--- src/rtl/shadow_dump_collector_pkg.sv ---
// Shared definitions for the shadow dump collector: sizing helper, FSM encoding
// and the layout of one buffered word.
package shadow_dump_collector_pkg;

  function automatic int clog2(input int value);
    int r;
    r = 0;
    while ((1 << r) < value) r++;
    return r;
  endfunction

  typedef enum logic [2:0] {
    ST_IDLE    = 3'd0,
    ST_CAPTURE = 3'd1,
    ST_DUMP    = 3'd2,
    ST_DRAIN   = 3'd3,
    ST_DONE    = 3'd4
  } state_e;

  // A FIFO entry is packed MSB..LSB as {last, nbits, chain, data}.
  function automatic int entry_width(input int word_w, input int cid_w, input int nb_w);
    return 1 + nb_w + cid_w + word_w;
  endfunction

endpackage

--- src/rtl/shadow_dump_collector_if.sv ---
// Host readout stream of the shadow dump collector.
interface shadow_dump_collector_if #(
  parameter int WORD_WIDTH = 8,
  parameter int CID_W      = 1,
  parameter int NB_W       = 4
);
  // A word transfers on every clock edge where out_vld & out_rdy; while out_vld is
  // high and out_rdy low the payload stays stable, and out_vld never drops unaccepted.
  logic                  out_vld;
  logic                  out_rdy;
  logic [WORD_WIDTH-1:0] out_data;
  logic [CID_W-1:0]      out_chain;
  logic [NB_W-1:0]       out_nbits;
  logic                  out_last;

  modport master (output out_vld, out_data, out_chain, out_nbits, out_last, input out_rdy);
  modport slave  (input out_vld, out_data, out_chain, out_nbits, out_last, output out_rdy);
endinterface

--- src/rtl/shadow_word_fifo.sv ---
// First-word fall-through FIFO; rd_data reads as zero while empty.
module shadow_word_fifo
  import shadow_dump_collector_pkg::*;
#(
   parameter int WIDTH = 8,
   parameter int DEPTH = 16
) (
   input  logic             clk,
   input  logic             rst_n,
   input  logic             wr_en,
   input  logic [WIDTH-1:0] wr_data,
   output logic             full,
   input  logic             rd_en,
   output logic [WIDTH-1:0] rd_data,
   output logic             empty
);
   localparam int AW = (clog2(DEPTH) < 1) ? 1 : clog2(DEPTH);

   logic [WIDTH-1:0] mem_q [DEPTH];
   logic [AW:0]      wr_ptr_q, rd_ptr_q;
   logic             do_wr, do_rd;

   assign empty   = (wr_ptr_q == rd_ptr_q);
   assign full    = (wr_ptr_q[AW] != rd_ptr_q[AW]) && (wr_ptr_q[AW-1:0] == rd_ptr_q[AW-1:0]);
   assign do_rd   = rd_en & ~empty;
   assign do_wr   = wr_en & (~full | do_rd);
   assign rd_data = empty ? '0 : mem_q[rd_ptr_q[AW-1:0]];

   always_ff @(posedge clk) begin
      if (!rst_n) begin
         wr_ptr_q <= '0;
         rd_ptr_q <= '0;
      end else begin
         if (do_wr) wr_ptr_q <= wr_ptr_q + 1'b1;
         if (do_rd) rd_ptr_q <= rd_ptr_q + 1'b1;
      end
   end

   always_ff @(posedge clk) begin
      if (do_wr) mem_q[wr_ptr_q[AW-1:0]] <= wr_data;
   end

endmodule

--- src/rtl/shadow_dump_collector.sv ---
// Root-side collector: pulses capture into the shadow tree, deserializes each chain
// into tagged words and queues them for the host readout stream.
module shadow_dump_collector
  import shadow_dump_collector_pkg::*;
#(
   parameter int CHAINS     = 1,
   parameter int WORD_WIDTH = 8,
   parameter int FIFO_DEPTH = 16
) (
   input  logic              clk,
   input  logic              rst_n,
   input  logic              start,
   output logic              capture_en,
   output logic [CHAINS-1:0] dump_en,
   input  logic [CHAINS-1:0] chains,
   input  logic [CHAINS-1:0] chains_vld,
   input  logic [CHAINS-1:0] chains_done,
   output logic              busy,
   output logic              done,
   output state_e            dbg_state,
   shadow_dump_collector_if.master host
);
   localparam int CID_W = (clog2(CHAINS) < 1) ? 1 : clog2(CHAINS);
   localparam int NB_W  = clog2(WORD_WIDTH + 1);
   localparam int EW    = entry_width(WORD_WIDTH, CID_W, NB_W);

   state_e              state_q, state_d;
   logic [CHAINS-1:0]   fin, hold_full, pend, hold_last, grant;
   logic [WORD_WIDTH-1:0] hold_data [CHAINS];
   logic [NB_W-1:0]     hold_nbits [CHAINS];
   logic [CID_W-1:0]    rr_ptr_q, rr_ptr_d;
   logic                fifo_full, fifo_empty, all_flushed;
   logic [EW-1:0]       wr_entry, rd_entry;

   for (genvar c = 0; c < CHAINS; c++) begin : g_chain
      logic [WORD_WIDTH-1:0] acc_q, acc_d, hdata_q;
      logic [NB_W-1:0]       cnt_q, hnbits_q;
      logic                  hlast_q, full_q, fin_q, pend_q;
      logic                  accept, word_full, done_take;

      assign dump_en[c] = (state_q == ST_DUMP) & ~fin_q & ~full_q;
      assign accept     = dump_en[c] & chains_vld[c];
      assign acc_d      = acc_q | (WORD_WIDTH'(chains[c]) << cnt_q);
      assign word_full  = accept & (cnt_q == NB_W'(WORD_WIDTH - 1));
      assign done_take  = (state_q == ST_DUMP) & chains_done[c] & ~full_q & ~fin_q;

      // Later assignments win: the done word overrides the plain bit update, and a
      // done that coincides with a full word defers the terminator via pend_q.
      always_ff @(posedge clk) begin
         if (!rst_n || state_q == ST_CAPTURE) begin
            acc_q    <= '0;
            cnt_q    <= '0;
            hdata_q  <= '0;
            hnbits_q <= '0;
            hlast_q  <= 1'b0;
            full_q   <= 1'b0;
            fin_q    <= 1'b0;
            pend_q   <= 1'b0;
         end else begin
            if (grant[c]) full_q <= 1'b0;
            if (accept) begin
               if (word_full) begin
                  hdata_q  <= acc_d;
                  hnbits_q <= NB_W'(WORD_WIDTH);
                  hlast_q  <= 1'b0;
                  full_q   <= 1'b1;
                  acc_q    <= '0;
                  cnt_q    <= '0;
               end else begin
                  acc_q <= acc_d;
                  cnt_q <= cnt_q + 1'b1;
               end
            end
            if (done_take) begin
               fin_q <= 1'b1;
               if (word_full) begin
                  pend_q <= 1'b1;
               end else begin
                  hdata_q  <= accept ? acc_d : acc_q;
                  hnbits_q <= accept ? cnt_q + 1'b1 : cnt_q;
                  hlast_q  <= 1'b1;
                  full_q   <= 1'b1;
                  acc_q    <= '0;
                  cnt_q    <= '0;
               end
            end
            if (pend_q && !full_q) begin
               hdata_q  <= '0;
               hnbits_q <= '0;
               hlast_q  <= 1'b1;
               full_q   <= 1'b1;
               pend_q   <= 1'b0;
            end
         end
      end

      assign fin[c]        = fin_q;
      assign hold_full[c]  = full_q;
      assign pend[c]       = pend_q;
      assign hold_last[c]  = hlast_q;
      assign hold_data[c]  = hdata_q;
      assign hold_nbits[c] = hnbits_q;
   end

   // Round-robin: first search from the pointer upward, then wrap to the low indices.
   always_comb begin
      grant    = '0;
      rr_ptr_d = rr_ptr_q;
      for (int k = 0; k < CHAINS; k++) begin
         if (grant == '0 && hold_full[k] && k >= int'(rr_ptr_q)) begin
            grant[k] = 1'b1;
            rr_ptr_d = (k == CHAINS - 1) ? '0 : CID_W'(k + 1);
         end
      end
      for (int k = 0; k < CHAINS; k++) begin
         if (grant == '0 && hold_full[k]) begin
            grant[k] = 1'b1;
            rr_ptr_d = (k == CHAINS - 1) ? '0 : CID_W'(k + 1);
         end
      end
      if (fifo_full) begin
         grant    = '0;
         rr_ptr_d = rr_ptr_q;
      end
   end

   always_comb begin
      wr_entry = '0;
      for (int k = 0; k < CHAINS; k++) begin
         if (grant[k]) wr_entry = {hold_last[k], hold_nbits[k], CID_W'(k), hold_data[k]};
      end
   end

   assign all_flushed = (&fin) & ~(|hold_full) & ~(|pend);

   always_comb begin
      state_d = state_q;
      case (state_q)
         ST_IDLE:    if (start) state_d = ST_CAPTURE;
         ST_CAPTURE: state_d = ST_DUMP;
         ST_DUMP:    if (all_flushed) state_d = ST_DRAIN;
         ST_DRAIN:   if (fifo_empty) state_d = ST_DONE;
         ST_DONE:    if (start) state_d = ST_CAPTURE;
         default:    state_d = ST_IDLE;
      endcase
   end

   always_ff @(posedge clk) begin
      if (!rst_n) begin
         state_q  <= ST_IDLE;
         rr_ptr_q <= '0;
      end else begin
         state_q  <= state_d;
         rr_ptr_q <= rr_ptr_d;
      end
   end

   shadow_word_fifo #(.WIDTH(EW), .DEPTH(FIFO_DEPTH)) u_fifo (
      .clk     (clk),
      .rst_n   (rst_n),
      .wr_en   (|grant),
      .wr_data (wr_entry),
      .full    (fifo_full),
      .rd_en   (host.out_vld & host.out_rdy),
      .rd_data (rd_entry),
      .empty   (fifo_empty)
   );

   assign host.out_vld = ~fifo_empty;
   assign {host.out_last, host.out_nbits, host.out_chain, host.out_data} = rd_entry;

   assign capture_en = (state_q == ST_CAPTURE);
   assign busy       = (state_q != ST_IDLE) && (state_q != ST_DONE);
   assign done       = (state_q == ST_DONE);
   assign dbg_state  = state_q;

endmodule

--- src/flat_wrapper.sv ---
// flat-port wrapper written by rule: the top's interface ports become plain ports
module shadow_dump_collector_flat import shadow_dump_collector_pkg::*;
#(
   parameter int CHAINS     = 1,
   parameter int WORD_WIDTH = 8,
   parameter int FIFO_DEPTH = 16
)
  (clk, rst_n, start, capture_en, dump_en, chains, chains_vld, chains_done, busy, done, dbg_state, host_out_vld, host_out_data, host_out_chain, host_out_nbits, host_out_last, host_out_rdy);
  shadow_dump_collector_if #(.WORD_WIDTH(WORD_WIDTH), .CID_W(1), .NB_W(4)) host_i ();
  input  logic clk;
  input  logic rst_n;
  input  logic start;
  output logic capture_en;
  output logic [CHAINS-1:0] dump_en;
  input  logic [CHAINS-1:0] chains;
  input  logic [CHAINS-1:0] chains_vld;
  input  logic [CHAINS-1:0] chains_done;
  output logic busy;
  output logic done;
  output state_e dbg_state;
  output wire logic [$bits(host_i.out_vld)-1:0] host_out_vld;
  output wire logic [$bits(host_i.out_data)-1:0] host_out_data;
  output wire logic [$bits(host_i.out_chain)-1:0] host_out_chain;
  output wire logic [$bits(host_i.out_nbits)-1:0] host_out_nbits;
  output wire logic [$bits(host_i.out_last)-1:0] host_out_last;
  input wire logic [$bits(host_i.out_rdy)-1:0] host_out_rdy;
  assign host_out_vld = host_i.out_vld;
  assign host_out_data = host_i.out_data;
  assign host_out_chain = host_i.out_chain;
  assign host_out_nbits = host_i.out_nbits;
  assign host_out_last = host_i.out_last;
  assign host_i.out_rdy = host_out_rdy;
  shadow_dump_collector #(.CHAINS(CHAINS), .WORD_WIDTH(WORD_WIDTH), .FIFO_DEPTH(FIFO_DEPTH)) u_core (.clk(clk), .rst_n(rst_n), .start(start), .capture_en(capture_en), .dump_en(dump_en), .chains(chains), .chains_vld(chains_vld), .chains_done(chains_done), .busy(busy), .done(done), .dbg_state(dbg_state), .host(host_i));
endmodule
--- config.mk ---
export PLATFORM = sky130hd
export DESIGN_NAME = shadow_dump_collector_flat
export DESIGN_NICKNAME = d
export VERILOG_FILES = /design/src/rtl/shadow_dump_collector_pkg.sv /design/src/rtl/shadow_dump_collector_if.sv /design/src/rtl/shadow_word_fifo.sv /design/src/rtl/shadow_dump_collector.sv /design/src/flat_wrapper.sv
export SDC_FILE = /design/constraint.sdc
export NUM_CORES = 1
export LEC_CHECK = 0
export CAP_MARGIN = 20
export CORE_MARGIN = 2
export CORE_UTILIZATION = 58
export DETAILED_ROUTE_END_ITERATION = 8
export PLACE_DENSITY = 0.76
export SLEW_MARGIN = 5
export SYNTH_ARGS = -nofsm -noshare
export SYNTH_HDL_FRONTEND = slang
export SYNTH_HIERARCHICAL = 1
export SYNTH_SLANG_ARGS = --single-unit
--- constraint.sdc ---
create_clock -name clk -period 5.7 [get_ports clk]
set_input_delay 0.855 -clock clk [delete_from_list [all_inputs] [get_ports clk]]
set_output_delay 0.855 -clock clk [all_outputs]
set_load 0.01 [all_outputs]
# After elaboration in Yosys (flattened, before gate mapping)
# Memory sizes are Yosys's and may differ from the RTL's. A register that Yosys moved wholly into a read port is not among the register bits.
# Index checks and enable logic that the tools add are counted.
[word_totals]
regBits = 42
wordCells = 110
ram_bits = 224
n_memories = 1
output_inout_bits = 22
[op_classes]
muxes = 44
eq_ne = 12
bitwise = 20
add_sub_neg = 3
shifts = 1
reduce_logical = 16
n_lt_le_gt_ge = 1
[mem_list]
columns = ["name", "words", "word_bits", "rd", "rd_clocked_by_memory_dff", "wr", "line_no", "text"]
rows = [
  ["u_core.u_fifo.mem_q", 16, 14, 1, 1, 1, "shadow_word_fifo.sv:19", "logic [WIDTH-1:0] mem_q [DEPTH];"],
]
[op_table]
columns = ["operator", "count"]
rows = [
  ["$mux W8", 9],
  ["$mux W4", 11],
  ["$mux W14", 2],
  ["$mux W1", 18],
  ["$and A1 B1 Y1", 12],
  ["$pmux W3 S4", 1],
  ["$add A5 B1 Y5 const B", 2],
  ["$mux W3", 3],
  ["$or A8 B8 Y8", 1],
  ["$shl A1 B4 Y8", 1],
  ["$eq A3 B2 Y1 const B", 2],
  ["$ne A2 B1 Y1 const B", 3],
  ["$not A1 Y1", 6],
  ["$eq A5 B5 Y1", 1],
  ["$logic_and A1 B1 Y1", 5],
  ["$add A4 B1 Y4 const B", 1],
  ["$eq A4 B3 Y1 const B", 1],
  ["$eq A4 B4 Y1", 1],
  ["$reduce_and A2 Y1", 2],
  ["$reduce_or A2 Y1", 2],
  ["$eq A3 B1 Y1 const B", 1],
  ["$eq A3 B3 Y1 const B", 1],
  ["$logic_not A3 Y1", 1],
  ["$ne A3 B3 Y1 const B", 1],
  ["other kinds (8)", 9],
]

# Depth between registers and ports, before layout
# Gate-level depths: netlist (run 1).
[logic_depth]
word_depth = 13
mapped_depth = 10
depth_no_buf = 8

# Cells and area by module
# The synthesis (run 1) kept the hierarchy.
[by_module_without_submodules]
columns = ["module", "cells_each", "instances", "seq_area_each_um2", "area_each_um2"]
rows = [
  ["shadow_word_fifo", 433, 1, 7006.7, 9207.6],
  ["shadow_dump_collector", 180, 1, 620.6, 1511.4],
]

# Least setup slack after synthesis (run 1)
# No wires, ideal clock.
[synth_timing]
path_type = "reg-to-reg"
start = "register u_core.u_fifo.wr_ptr_q[2]"
end = "memory u_core/u_fifo/mem_q[11][0] (netlist bit), enable pin"
n_path_buf = 2
synth_period_minus_slack_ns = 3.104
setup_slack_ns = 2.596
path_stages_with_launch = 9
t_arrival_ns = 2.699
required_time_ns = 5.294
setup_ns = 0.406
cell_sequence = "dfxtp_1 > buf_6 > xnor2_2 > nand4_4 > nor2_1 > buf_2 > nor2b_1 > o311ai_4 > nor3b_1"
[synth_between]
elab_chain_cells = 8
elab_cells_between_ends = 12
cone_classes = "eq/ne (2); mux (3); bitwise (6); reduce/logical (1)"
[synth_rtl]
columns = ["element", "line_no", "text"]
rows = [
  ["from (decl)", "shadow_word_fifo.sv:20", "logic [AW:0] wr_ptr_q, rd_ptr_q;"],
  ["from (signal assigned)", "shadow_word_fifo.sv:34", "if (do_wr) wr_ptr_q <= wr_ptr_q + 1'b1;"],
  ["$eq A5 B5 Y1 (*)", "shadow_word_fifo.sv:23", "assign empty = (wr_ptr_q == rd_ptr_q);"],
  ["net u_core.fifo_empty", "shadow_dump_collector.sv:32", "logic fifo_full, fifo_empty, all_flushed;"],
  ["$not A1 Y1 (*)", "shadow_word_fifo.sv:25, shadow_dump_collector.sv:169", ""],
  ["$and A1 B1 Y1", "shadow_dump_collector.sv:164", ".rd_en (host.out_vld & host.out_rdy),"],
  ["$and A1 B1 Y1 (*)", "shadow_word_fifo.sv:25", "assign do_rd = rd_en & ~empty;"],
  ["$or A1 B1 Y1 (*)", "shadow_word_fifo.sv:26", "assign do_wr = wr_en & (~full | do_rd);"],
  ["$and A1 B1 Y1 (*)", "shadow_word_fifo.sv:26", ""],
  ["$mux W1 (*)", "shadow_word_fifo.sv:40", "if (do_wr) mem_q[wr_ptr_q[AW-1:0]] <= wr_data;"],
  ["$mux W1 (implied by the code) (*)", "shadow_word_fifo.sv:40", ""],
  ["to (decl)", "shadow_word_fifo.sv:19", ""],
]
# Mark *: on every way through the listed nets, which the timed path passes. The rest lies on a longest branch.

==> reports/qor.json, run 1 <==
{
  "global_route_total_overflow": 0,
  "synth_cell_type_count": 54,
  "netlist_area_um2": 10720,
  "h-tree-depth": 1,
  "insertedDiodeCount": 0,
  "die_width_um": 139.9,
  "rsz0062_at_grt": "false",
  "drt_wirelength_mm": 21.49,
  "final_antenna_net_count": 0,
  "place_inst": 858,
  "post_synth.cell_area_avg_um2": 17.49,
  "drv.max_cap_violation_count": 0,
  "path_class": "reg -> out",
  "finalHoldWorstSlack_ns": 0.4616,
  "drc": 0,
  "postCtsSetupRepairBufs": 0,
  "worstPathBufferInverterCount": 2,
  "max-clock-path-buffers": 3,
  "finalMaxSlewViolations": 0,
  "cpPeakStageDelay_ns": 0.88,
  "run_status": "finished, final reports clean",
  "die-area_um2": 19580,
  "global_router_s_overall_resource_usage": 0.2236,
  "finalCritPeriodShare": 0.7334,
  "worstReg2RegEnd": "u_core/u_fifo/mem_q[14][4]",
  "post_cts_resize_count": 0,
  "max-slew-margin-rel": 0.3087,
  "cts.sinks": 269,
  "insertion_delay_ns": 0.52,
  "synth_xor_area_frac": 0.01284,
  "worst_hold_path_type": "reg -> reg",
  "start_util": 0.5947,
  "worstHoldEndpoint": "u_core/g_chain[0].acc_q[6]",
  "grt_antenna_before_repair": 0,
  "mux_share_of_post_synthesis_cell_area": 0.1214,
  "leakage_component_of_the_power_nw": 3.874,
  "synthTopCellsByCount": "224 x sky130_fd_sc_hd__edfxtp_1, 56 x sky130_fd_sc_hd__mux4_2, 45 x sky130_fd_sc_hd__dfxtp_1",
  "min_delay_path_depth": 2,
  "synth_enable_flop_cells": 224,
  "finalNonFillerCells": 908,
  "biggest_area_contributors_in_the_synthesized_netlist": "sky130_fd_sc_hd__edfxtp_1 63%, sky130_fd_sc_hd__mux4_2 12%, sky130_fd_sc_hd__dfxtp_1 8.4%, sky130_fd_sc_hd__o22ai_1 1.7%, sky130_fd_sc_hd__and2_1 1.5%",
  "drt_first_pass_iters": 5,
  "yosys.cell_count.top_type": "sky130_fd_sc_hd__edfxtp_1",
  "worstReg2RegStart": "u_core/u_fifo/wr_ptr_q[2]",
  "largest_family_of_logic_cells_by_synthesized_area": "multiplexers",
  "port_buffers": 28,
  "totalNegativeSetupSlack_ns": 0,
  "gp_congestion": 0.8599,
  "post_synth_top_area_cell": "sky130_fd_sc_hd__edfxtp_1",
  "drive_gt1_frac": 0.1811,
  "hold_buffers": 0,
  "synth_compound_gate_area_share": 0.04832,
  "synth_fa_ha_area_frac": 0.007004,
  "crit_fanout": 32,
  "ioPinCount": 29,
  "numCtsBuffers": 26,
  "path_cells": "buf_4 > mux4_2 > o22ai_1 > nor3_1 > clkdlybuf4s50_1",
  "synthSimpleGateAreaFrac": 0.07961,
  "cp_top_family": "buffers and inverters",
  "critical_path.startpoint_type": "register",
  "critical_path.endpoint_type": "output pin",
  "yosys_reg_bits": 269,
  "r2r_setup_slack_ns": 2.14,
  "cts_root_buffer": "sky130_fd_sc_hd__clkbuf_16",
  "yosys.area.top_type_share": 0.6275,
  "worstPathRequired_ns": 4.85,
  "synthToLayoutAreaGrowth_pct": 13.25,
  "p_total_mw": 3.935,
  "routedWlPerCell_um": 23.67,
  "report.final.hold_viol_count": 0,
  "finalNetCount": 672,
  "finalCoreUtilization": 0.6735,
  "fmaxAchievable_ghz": 0.2392,
  "grt_pass1_vias": 5839,
  "post-route-min-period_ns": 4.180,
  "syn_warnings": 6,
  "max_slew.worst_pin.slew_ns": 1.036,
  "rows": 49,
  "arrival_ns": 3.33,
  "clk_transition_reported_paths_ns": 0.06,
  "routed_via_density": 6.367,
  "yosysSeqAreaShare": 0.7116,
  "drtIter0Drc": 515,
  "synthesis.instances": 613,
  "fillerInstances": 1186,
  "grt_max_degree": 33,
  "place.detailed.hpwl_mm": 13.16,
  "power.density_nw_per_um2": 324.1,
  "report.final.setup_viol": 0,
  "core-area_um2": 18020,
  "grt_pass1_wl_mm": 33.28,
  "fin_skew_ns": 0.008945,
  "hold_path.startpoint": "u_core/g_chain[0].acc_q[6]",
  "share_of_async_settable_or_async_resettable_flops_after_synthesis": 0,
  "die_h_um": 139.9,
  "r2r_cells": 6,
  "dr_total_vias": 5781,
  "ys.flop_type": "sky130_fd_sc_hd__edfxtp_1",
  "critical_path_cell_with_the_highest_stage_delay": "sky130_fd_sc_hd__dfxtp_2",
  "worst_ir_drop_vdd_mv": 0.2362,
  "tritoncts": "yes"
}
==> per-layer routing <==
metal,track usage,vias to the layer above,part of all wire
met4,0.06421,0,0.021
met5,0,-,0
li1,-,2529,-
met2,0.3789,271,0.51
met3,0.03385,41,0.072
met1,0.3080,2940,0.40
==> per-stage QoR <==
step | area [um^2] | setup slack, ns
after global placement | 11220 | 1.960
after global routing | 12140 | 1.401
after detailed placement | 11220 | 1.945
after floorplan | 10780 | 2.596
final | 12140 | 1.520
after CTS | 12100 | 1.310
==> final cells by class <==
class | count | area (um^2) | share of cell area
well taps | 229 | 286.5 | 0.02360
clock inverters | 18 | 168.9 | 0.01391
multi-input cells | 320 | 2958 | 0.2437
clock buffers | 30 | 706.9 | 0.05824
repair buffers | 36 | 365.4 | 0.03010
flip-flops and latches | 269 | 7631 | 0.6286
inverters | 6 | 22.52 | 0.001855
==> worst register-to-register path: cells and delay by family, from the launching register on <==
| kind | cells | cell delay [ns] |
|---|---|---|
| and+or+nand+nor | 4 | 1.91 |
| xor gates and xnor gates | 1 | 0.18 |
| DFF | 1 | 0.59 |
| AOI/OAI and AO/OA | 1 | 0.51 |
==> worst max path at each step <==
stage,start,slack [ns],to,cells after the start
detailed placement,register,1.95,host_out_chain,4
finish,register,1.52,host_out_data[0],5
global placement,register,1.96,host_out_nbits[1],4
CTS,register,1.31,host_out_data[0],4
global route,register,1.40,host_out_data[0],5
floorplan,u_core/u_fifo/wr_ptr_q[2],2.60,u_core/u_fifo/mem_q[11][0],8
==> cells by family after synthesis <==
logic type                 Yosys count
muxes                               60
and+or+nand+nor                    150
other                                1
AOI/OAI and AO/OA                   74
buffers and inverters               39
adders and majority gates            6
DFF                                269
xor gates and xnor gates            14
==> cell usage in the layout, fill, tap and decap left out, types with 7 or more instances in the layout <==
cell	netlist	final
sky130_fd_sc_hd__nand3_1	8	8
sky130_fd_sc_hd__conb_1	1	16
sky130_fd_sc_hd__and2_1	25	25
sky130_fd_sc_hd__a21oi_1	10	10
sky130_fd_sc_hd__clkdlybuf4s50_1	0	28
sky130_fd_sc_hd__xnor2_1	10	10
sky130_fd_sc_hd__nor3_1	19	18
sky130_fd_sc_hd__mux4_2	56	56
sky130_fd_sc_hd__dfxtp_1	45	42
sky130_fd_sc_hd__o22ai_1	29	29
sky130_fd_sc_hd__edfxtp_1	224	224
sky130_fd_sc_hd__a211oi_1	7	7
sky130_fd_sc_hd__clkbuf_16	0	27
sky130_fd_sc_hd__nor2_1	31	30
sky130_fd_sc_hd__nand2_1	15	15
sky130_fd_sc_hd__and3_1	17	17
==> report_power, final <==
part	leakage, nW	internal [mW]	switching, mW
Combinational	1.17	0.0412	0.0549
Sequential	2.26	2.11	0.00941
Clock	0.436	1.02	0.693
==> state kept, by name (all words and copies together) (netlist names), 3 cells and up, named ones only <==
register	flops
u_core/g_chain.hdata_q	8
u_core/g_chain.cnt_q	4
u_core/dbg_state	3
u_core/u_fifo/mem_q	224
u_core/g_chain.acc_q	8
u_core/u_fifo/rd_ptr_q	5
u_core/g_chain.hnbits_q	4
u_core/u_fifo/wr_ptr_q	5
No activity file was read; power rests on OpenSTA's default activity.
==> run 2: changes to the inputs <==
Settings changed: CORE_UTILIZATION 58 to 55, PLACE_DENSITY 0.76 to 0.75.
Clock period 5.7 ns to 3.5 ns, I/O delays scaled along.
==> run 2 against run 1 <==
Compared with the run above:
- clock-buffer cell count increased by 3
- clock skew increased by 0.012 ns
- via count decreased by 1.3%
- sequential power increased by 63%
- sequential share of layout area decreased by 0.24 points
- die area increased by 5.3%
- largest power group unchanged
==> reports/qor.json, run 2 (synthesis gave the netlist of run 1 again) <==
{
  "run_status": "finished, final reports clean",
  "die-area_um2": 20620,
  "r2r_setup_slack_ns": 0.62,
  "grt_pass1_vias": 5903,
  "crit_fanout": 25,
  "start_util": 0.5562,
  "insertedDiodeCount": 0,
  "rsz0062_at_grt": "false",
  "critPathCapture": "host_out_data[6]",
  "grt_antenna_before_repair": 0,
  "global_route_total_overflow": 0,
  "fmaxAchievable_ghz": 0.3025,
  "critical_path.endpoint_type": "output pin",
  "critical_path.startpoint_type": "register",
  "finalNetCount": 687,
  "fillerInstances": 1386,
  "fin_skew_ns": 0.02120,
  "power.density_nw_per_um2": 501.6,
  "worstPathBufferInverterCount": 3,
  "grt_pass1_wl_mm": 33.52,
  "worst_hold_path_type": "reg -> reg",
  "path_class": "reg -> out",
  "largest_register_ff_count": 224,
  "arrival_ns": 2.78,
  "cts_root_buffer": "sky130_fd_sc_hd__clkbuf_16",
  "drc": 0,
  "worstReg2RegEnd": "u_core/u_fifo/mem_q[9][8]",
  "cts.sinks": 269,
  "finalMaxSlewViolations": 0,
  "synthToLayoutAreaGrowth_pct": 13.76,
  "drt_wirelength_mm": 21.47,
  "report.final.hold_viol_count": 0,
  "min_delay_path_depth": 2,
  "rows": 51,
  "worstPathRequired_ns": 2.97,
  "finalCoreUtilization": 0.6328,
  "place.detailed.hpwl_mm": 13.75,
  "die_width_um": 143.6,
  "finalCritPeriodShare": 0.9445,
  "global_router_s_overall_resource_usage": 0.2178,
  "leakage_component_of_the_power_nw": 3.888,
  "post-route-min-period_ns": 3.306,
  "max-clock-path-buffers": 3,
  "mostFrequentLayoutCell": "sky130_fd_sc_hd__edfxtp_1",
  "routed_via_density": 5.969,
  "p_total_mw": 6.116,
  "finalNonFillerCells": 956,
  "drtIter0Drc": 538,
  "final_antenna_net_count": 0,
  "grt_max_degree": 26,
  "worst_ir_drop_vdd_mv": 0.3826,
  "drive_gt1_frac": 0.1867,
  "gp_congestion": 0.8538,
  "die_h_um": 143.6,
  "ioPinCount": 29,
  "most-common-layout-cells": "224 x sky130_fd_sc_hd__edfxtp_1, 56 x sky130_fd_sc_hd__mux4_2, 42 x sky130_fd_sc_hd__dfxtp_1, 30 x sky130_fd_sc_hd__nor2_1, 29 x sky130_fd_sc_hd__o22ai_1",
  "clk_transition_reported_paths_ns": 0.06,
  "critical_path_cell_with_the_highest_stage_delay": "sky130_fd_sc_hd__dfxtp_2",
  "drt_first_pass_iters": 5,
  "routedWlPerCell_um": 22.46,
  "report.final.setup_viol": 0,
  "insertion_delay_ns": 0.53,
  "cp_top_family": "buffers and inverters",
  "dr_total_vias": 5706,
  "path_cells": "buf_12 > buf_4 > mux4_2 > o22ai_1 > nor3_1 > clkdlybuf4s50_1",
  "totalNegativeSetupSlack_ns": 0,
  "core-area_um2": 19270,
  "numCtsBuffers": 26,
  "cpPeakStageDelay_ns": 0.57,
  "max-slew-margin-rel": 0.4554,
  "port_buffers": 28,
  "h-tree-depth": 1,
  "worstReg2RegStart": "u_core/u_fifo/wr_ptr_q[2]",
  "register_area_um2": 7636,
  "place_inst": 911,
  "max_slew.worst_pin.slew_ns": 0.8169,
  "r2r_cells": 6,
  "cp.depth": 6,
  "tritoncts": "yes",
  "drv.max_cap_violation_count": 0,
  "multi_input_combinational_cell_area_um2": 2958
}
==> run 2: cell count changes in the layout (fill, tap and decap cells not counted), moves of 2 or more <==
cell,delta
sky130_fd_sc_hd__clkbuf_1,+5
sky130_fd_sc_hd__clkbuf_8,-2
sky130_fd_sc_hd__dfxtp_4,+2
sky130_fd_sc_hd__clkinv_4,-3
sky130_fd_sc_hd__bufinv_16,-3
sky130_fd_sc_hd__clkinv_2,-3
sky130_fd_sc_hd__buf_4,+14
sky130_fd_sc_hd__dfxtp_2,-2
==> run 2: worst min path at each step <==
stage                                           from  slack, ns                    endpoint
after floorplan           u_core/g_chain[0].acc_q[4]       0.42  u_core/g_chain[0].acc_q[4]
after global routing      u_core/g_chain[0].acc_q[3]       0.49  u_core/g_chain[0].acc_q[3]
final                     u_core/g_chain[0].acc_q[3]       0.47  u_core/g_chain[0].acc_q[3]
after CTS                 u_core/g_chain[0].acc_q[3]       0.47  u_core/g_chain[0].acc_q[3]
after detailed placement  u_core/g_chain[0].acc_q[3]       0.46  u_core/g_chain[0].acc_q[3]
after global placement    u_core/g_chain[0].acc_q[3]       0.45  u_core/g_chain[0].acc_q[3]
==> run 2: layer usage <==
| metal | track usage | vias to the layer above | routed length [um] |
|---|---|---|---|
| met2 | 0.3702 | 206 | 10880 |
| met1 | 0.2961 | 2913 | 8876 |
| met4 | 0.05676 | 0 | 382 |
| li1 | - | 2556 | - |
| met3 | 0.03699 | 31 | 1333 |
| met5 | 0 | - | 0 |
==> run 2: through the flow <==
stage	area [um^2]	setup slack [ns]	hold slack, ns
6_report	12190	0.1943	0.4712
5_1_grt	12190	0.03240	0.4851
4_1_cts	12190	0.06773	0.4680
3_5_place_dp	11430	0.5819	0.4564
3_3_place_gp	11430	0.6183	0.4457
2_1_floorplan	10780	0.3956	0.4242
==> run 2: layout make-up <==
type,count,area share
Tap cell,265,0.02719
Inverter,6,0.001847
Sequential cell,269,0.6262
Clock inverter,12,0.004720
Timing Repair Buffer,51,0.04022
Multi-Input combinational cell,320,0.2426
Clock buffer,33,0.05725
==> run 2: repair_timing <==
action,in CTS,in global routing
setup endpoints to repair,1,1
buffers inserted,0,0
gates cloned,0,0
gates resized for setup,1,1
hold buffers,0,0
==> run 2: tightest hold or removal path: cells and delay by family (launching register included) <==
kind,cells,cell delay (ns)
compound gates,1,0.05
flops,1,0.30
simple gates,1,0.08
==> run 2: where the power goes <==
group | switching (mW) | total (mW) | leakage, nW | internal [mW]
Combinational | 0.0861 | 0.154 | 1.26 | 0.0684
Clock | 1.11 | 2.51 | 0.367 | 1.40
Sequential | 0.0142 | 3.45 | 2.26 | 3.44
==> run 3: changes to the inputs <==
--- a/config.mk
+++ b/config.mk
@@ -9,5 +9,6 @@
 export CORE_MARGIN = 2
-export CORE_UTILIZATION = 55
+export CORE_UTILIZATION = 58
+export CTS_BUF_LIST = sky130_fd_sc_hd__clkbuf_2 sky130_fd_sc_hd__clkbuf_4 sky130_fd_sc_hd__clkbuf_8
 export DETAILED_ROUTE_END_ITERATION = 8
-export PLACE_DENSITY = 0.75
+export PLACE_DENSITY = 0.79
 export SLEW_MARGIN = 5
==> constraint.sdc (replaced) <==
create_clock -name clk -period 3.5 [get_ports clk]
set_input_delay 0.7 -clock clk [delete_from_list [all_inputs] [get_ports clk]]
set_output_delay 0.7 -clock clk [all_outputs]
set_load 0.01 [all_outputs]
==> run 3 against run 2 <==
Compared with the run above:
- critical path depth decreased by 1
- first-iteration DRC count decreased by 0.93%
- clock skew increased by 0.0017 ns
- die area decreased by 5.0%
- global-route usage increased by 0.46 points
- flip-flop and latch count unchanged
- highest routed layer unchanged
==> reports/qor.json, run 3 (synthesis gave the netlist of run 1 again) <==
{
  "run_status": "finished, final reports clean",
  "clk_transition_reported_paths_ns": 0.06,
  "routedWlPerCell_um": 22.39,
  "critical_path.startpoint_type": "register",
  "drv.max_cap_violation_count": 0,
  "report.final.hold_viol_count": 0,
  "drtIter0Drc": 533,
  "totalNegativeSetupSlack_ns": 0,
  "hold_path.startpoint": "u_core/g_chain[0].acc_q[5]",
  "fin_skew_ns": 0.02295,
  "global_route_total_overflow": 0,
  "drt_wirelength_mm": 20.89,
  "r2r_setup_slack_ns": 0.77,
  "rows": 49,
  "max-clock-path-buffers": 3,
  "hold_buffers": 0,
  "insertion_delay_ns": 0.54,
  "drc": 0,
  "p_total_mw": 5.968,
  "leakage_component_of_the_power_nw": 3.851,
  "worstReg2RegStart": "u_core/u_fifo/wr_ptr_q[2]",
  "arrival_ns": 2.68,
  "ioPinCount": 29,
  "largest_register_ff_count": 224,
  "finalNetCount": 691,
  "mostFrequentLayoutCell": "sky130_fd_sc_hd__edfxtp_1",
  "worstHoldEndpoint": "u_core/g_chain[0].acc_q[5]",
  "finalNonFillerCells": 933,
  "finalCritPeriodShare": 0.9647,
  "gp_congestion": 0.8770,
  "global_router_s_overall_resource_usage": 0.2225,
  "die_h_um": 139.9,
  "place_inst": 864,
  "start_util": 0.5947,
  "numCtsBuffers": 41,
  "drt_first_pass_iters": 5,
  "r2r_cells": 6,
  "cts.sinks": 269,
  "power.density_nw_per_um2": 494.3,
  "report.final.setup_viol": 0,
  "final_antenna_net_count": 0,
  "min_delay_path_depth": 2,
  "dpl_worst_slack_ns": 0.4315,
  "grt_max_degree": 23,
  "core-area_um2": 18020,
  "most-common-layout-cells": "224 x sky130_fd_sc_hd__edfxtp_1, 56 x sky130_fd_sc_hd__mux4_2, 42 x sky130_fd_sc_hd__clkbuf_8, 40 x sky130_fd_sc_hd__dfxtp_1, 30 x sky130_fd_sc_hd__nor2_1",
  "max_slew.worst_pin.slew_ns": 0.8225,
  "die-area_um2": 19580,
  "worst_ir_drop_vdd_mv": 0.2829,
  "path_class": "reg -> out",
  "worstPathRequired_ns": 2.80,
  "grt_antenna_before_repair": 0,
  "worstReg2RegEnd": "u_core/u_fifo/mem_q[14][2]",
  "dr_total_vias": 5734,
  "die_width_um": 139.9,
  "insertedDiodeCount": 0,
  "place.detailed.hpwl_mm": 13.38,
  "post_dp_cell_area_um2": 11300,
  "final_cell_area_um2": 12070,
  "h-tree-depth": 2,
  "postCtsSetupRepairBufs": 0,
  "grt_pass1_vias": 5963,
  "crit_fanout": 22,
  "fillerInstances": 1161,
  "timing.final.ws_setup_ns": 0.1236,
  "synthToLayoutAreaGrowth_pct": 12.64,
  "rsz0062_at_grt": "false",
  "cts_root_buffer": "sky130_fd_sc_hd__clkbuf_8",
  "finalMaxSlewViolations": 0,
  "worst_hold_path_type": "reg -> reg",
  "port_buffers": 28,
  "critical_path.endpoint_type": "output pin",
  "max-slew-margin-rel": 0.4516,
  "post-route-min-period_ns": 3.376,
  "tritoncts": "yes",
  "routed_via_density": 6.146,
  "grt_pass1_wl_mm": 33.13,
  "drive_gt1_frac": 0.2159,
  "fmaxAchievable_ghz": 0.2962
}
run 3: how the worst max path moves through the flow:
stage	from	to	slack, ns	cells after the start
2_1_floorplan	u_core/u_fifo/wr_ptr_q[2]	u_core/u_fifo/mem_q[11][0]	0.40	8
3_3_place_gp	host_out_rdy	u_core/u_fifo/mem_q[9][11]	0.55	4
3_5_place_dp	host_out_rdy	u_core/u_fifo/mem_q[14][11]	0.43	4
4_1_cts	register	host_out_data[7]	0.002	5
5_1_grt	register	host_out_data[7]	0.05	5
6_report	register	host_out_nbits[0]	0.12	5
run 3: critical path, cell delays in order (launching register included):
cell                              delay, ns
sky130_fd_sc_hd__dfxtp_4               0.46
sky130_fd_sc_hd__buf_12                0.24
sky130_fd_sc_hd__mux4_2                0.52
sky130_fd_sc_hd__o22ai_1               0.31
sky130_fd_sc_hd__nor3_2                0.12
sky130_fd_sc_hd__clkdlybuf4s50_1       0.50
run 3: repair_timing:
item                       in CTS  in global routing
pin swaps                       0                  0
gates resized for setup         2                  8
setup endpoints to repair       7                 13
run 3: final cells by class:
type,count,area [um^2],share of cell area
Sequential cell,269,7641,0.6328
Multi-Input combinational cell,320,2975,0.2464
Clock buffer,54,668.1,0.05534
Timing Repair Buffer,40,407.9,0.03378
Tap cell,229,286.5,0.02373
Clock inverter,15,72.57,0.006010
Inverter,6,22.52,0.001865
run 3: per-stage QoR:
| step | hold WS, ns | utilization |
|---|---|---|
| 2_1_floorplan | 0.4242 | - |
| 3_3_place_gp | 0.4449 | 0.6271 |
| 3_5_place_dp | 0.4511 | 0.6271 |
| 4_1_cts | 0.4688 | 0.6685 |
| 5_1_grt | 0.5078 | 0.6699 |
| 6_report | 0.4643 | 0.6699 |
run 3: power by group:
group / switching, mW / internal [mW]
combinational: 0.0896 / 0.0684
clock: 1.12 / 1.24
sequential: 0.0148 / 3.44
total: 1.22 / 4.75
run 3: routing by layer:
metal | share of wire | global-route usage | vias to the layer above
met2 | 0.50 | 0.3556 | 238
met5 | 0 | 0 | -
met1 | 0.42 | 0.3136 | 2887
met3 | 0.062 | 0.03761 | 41
li1 | - | - | 2568
met4 | 0.025 | 0.08526 | 0
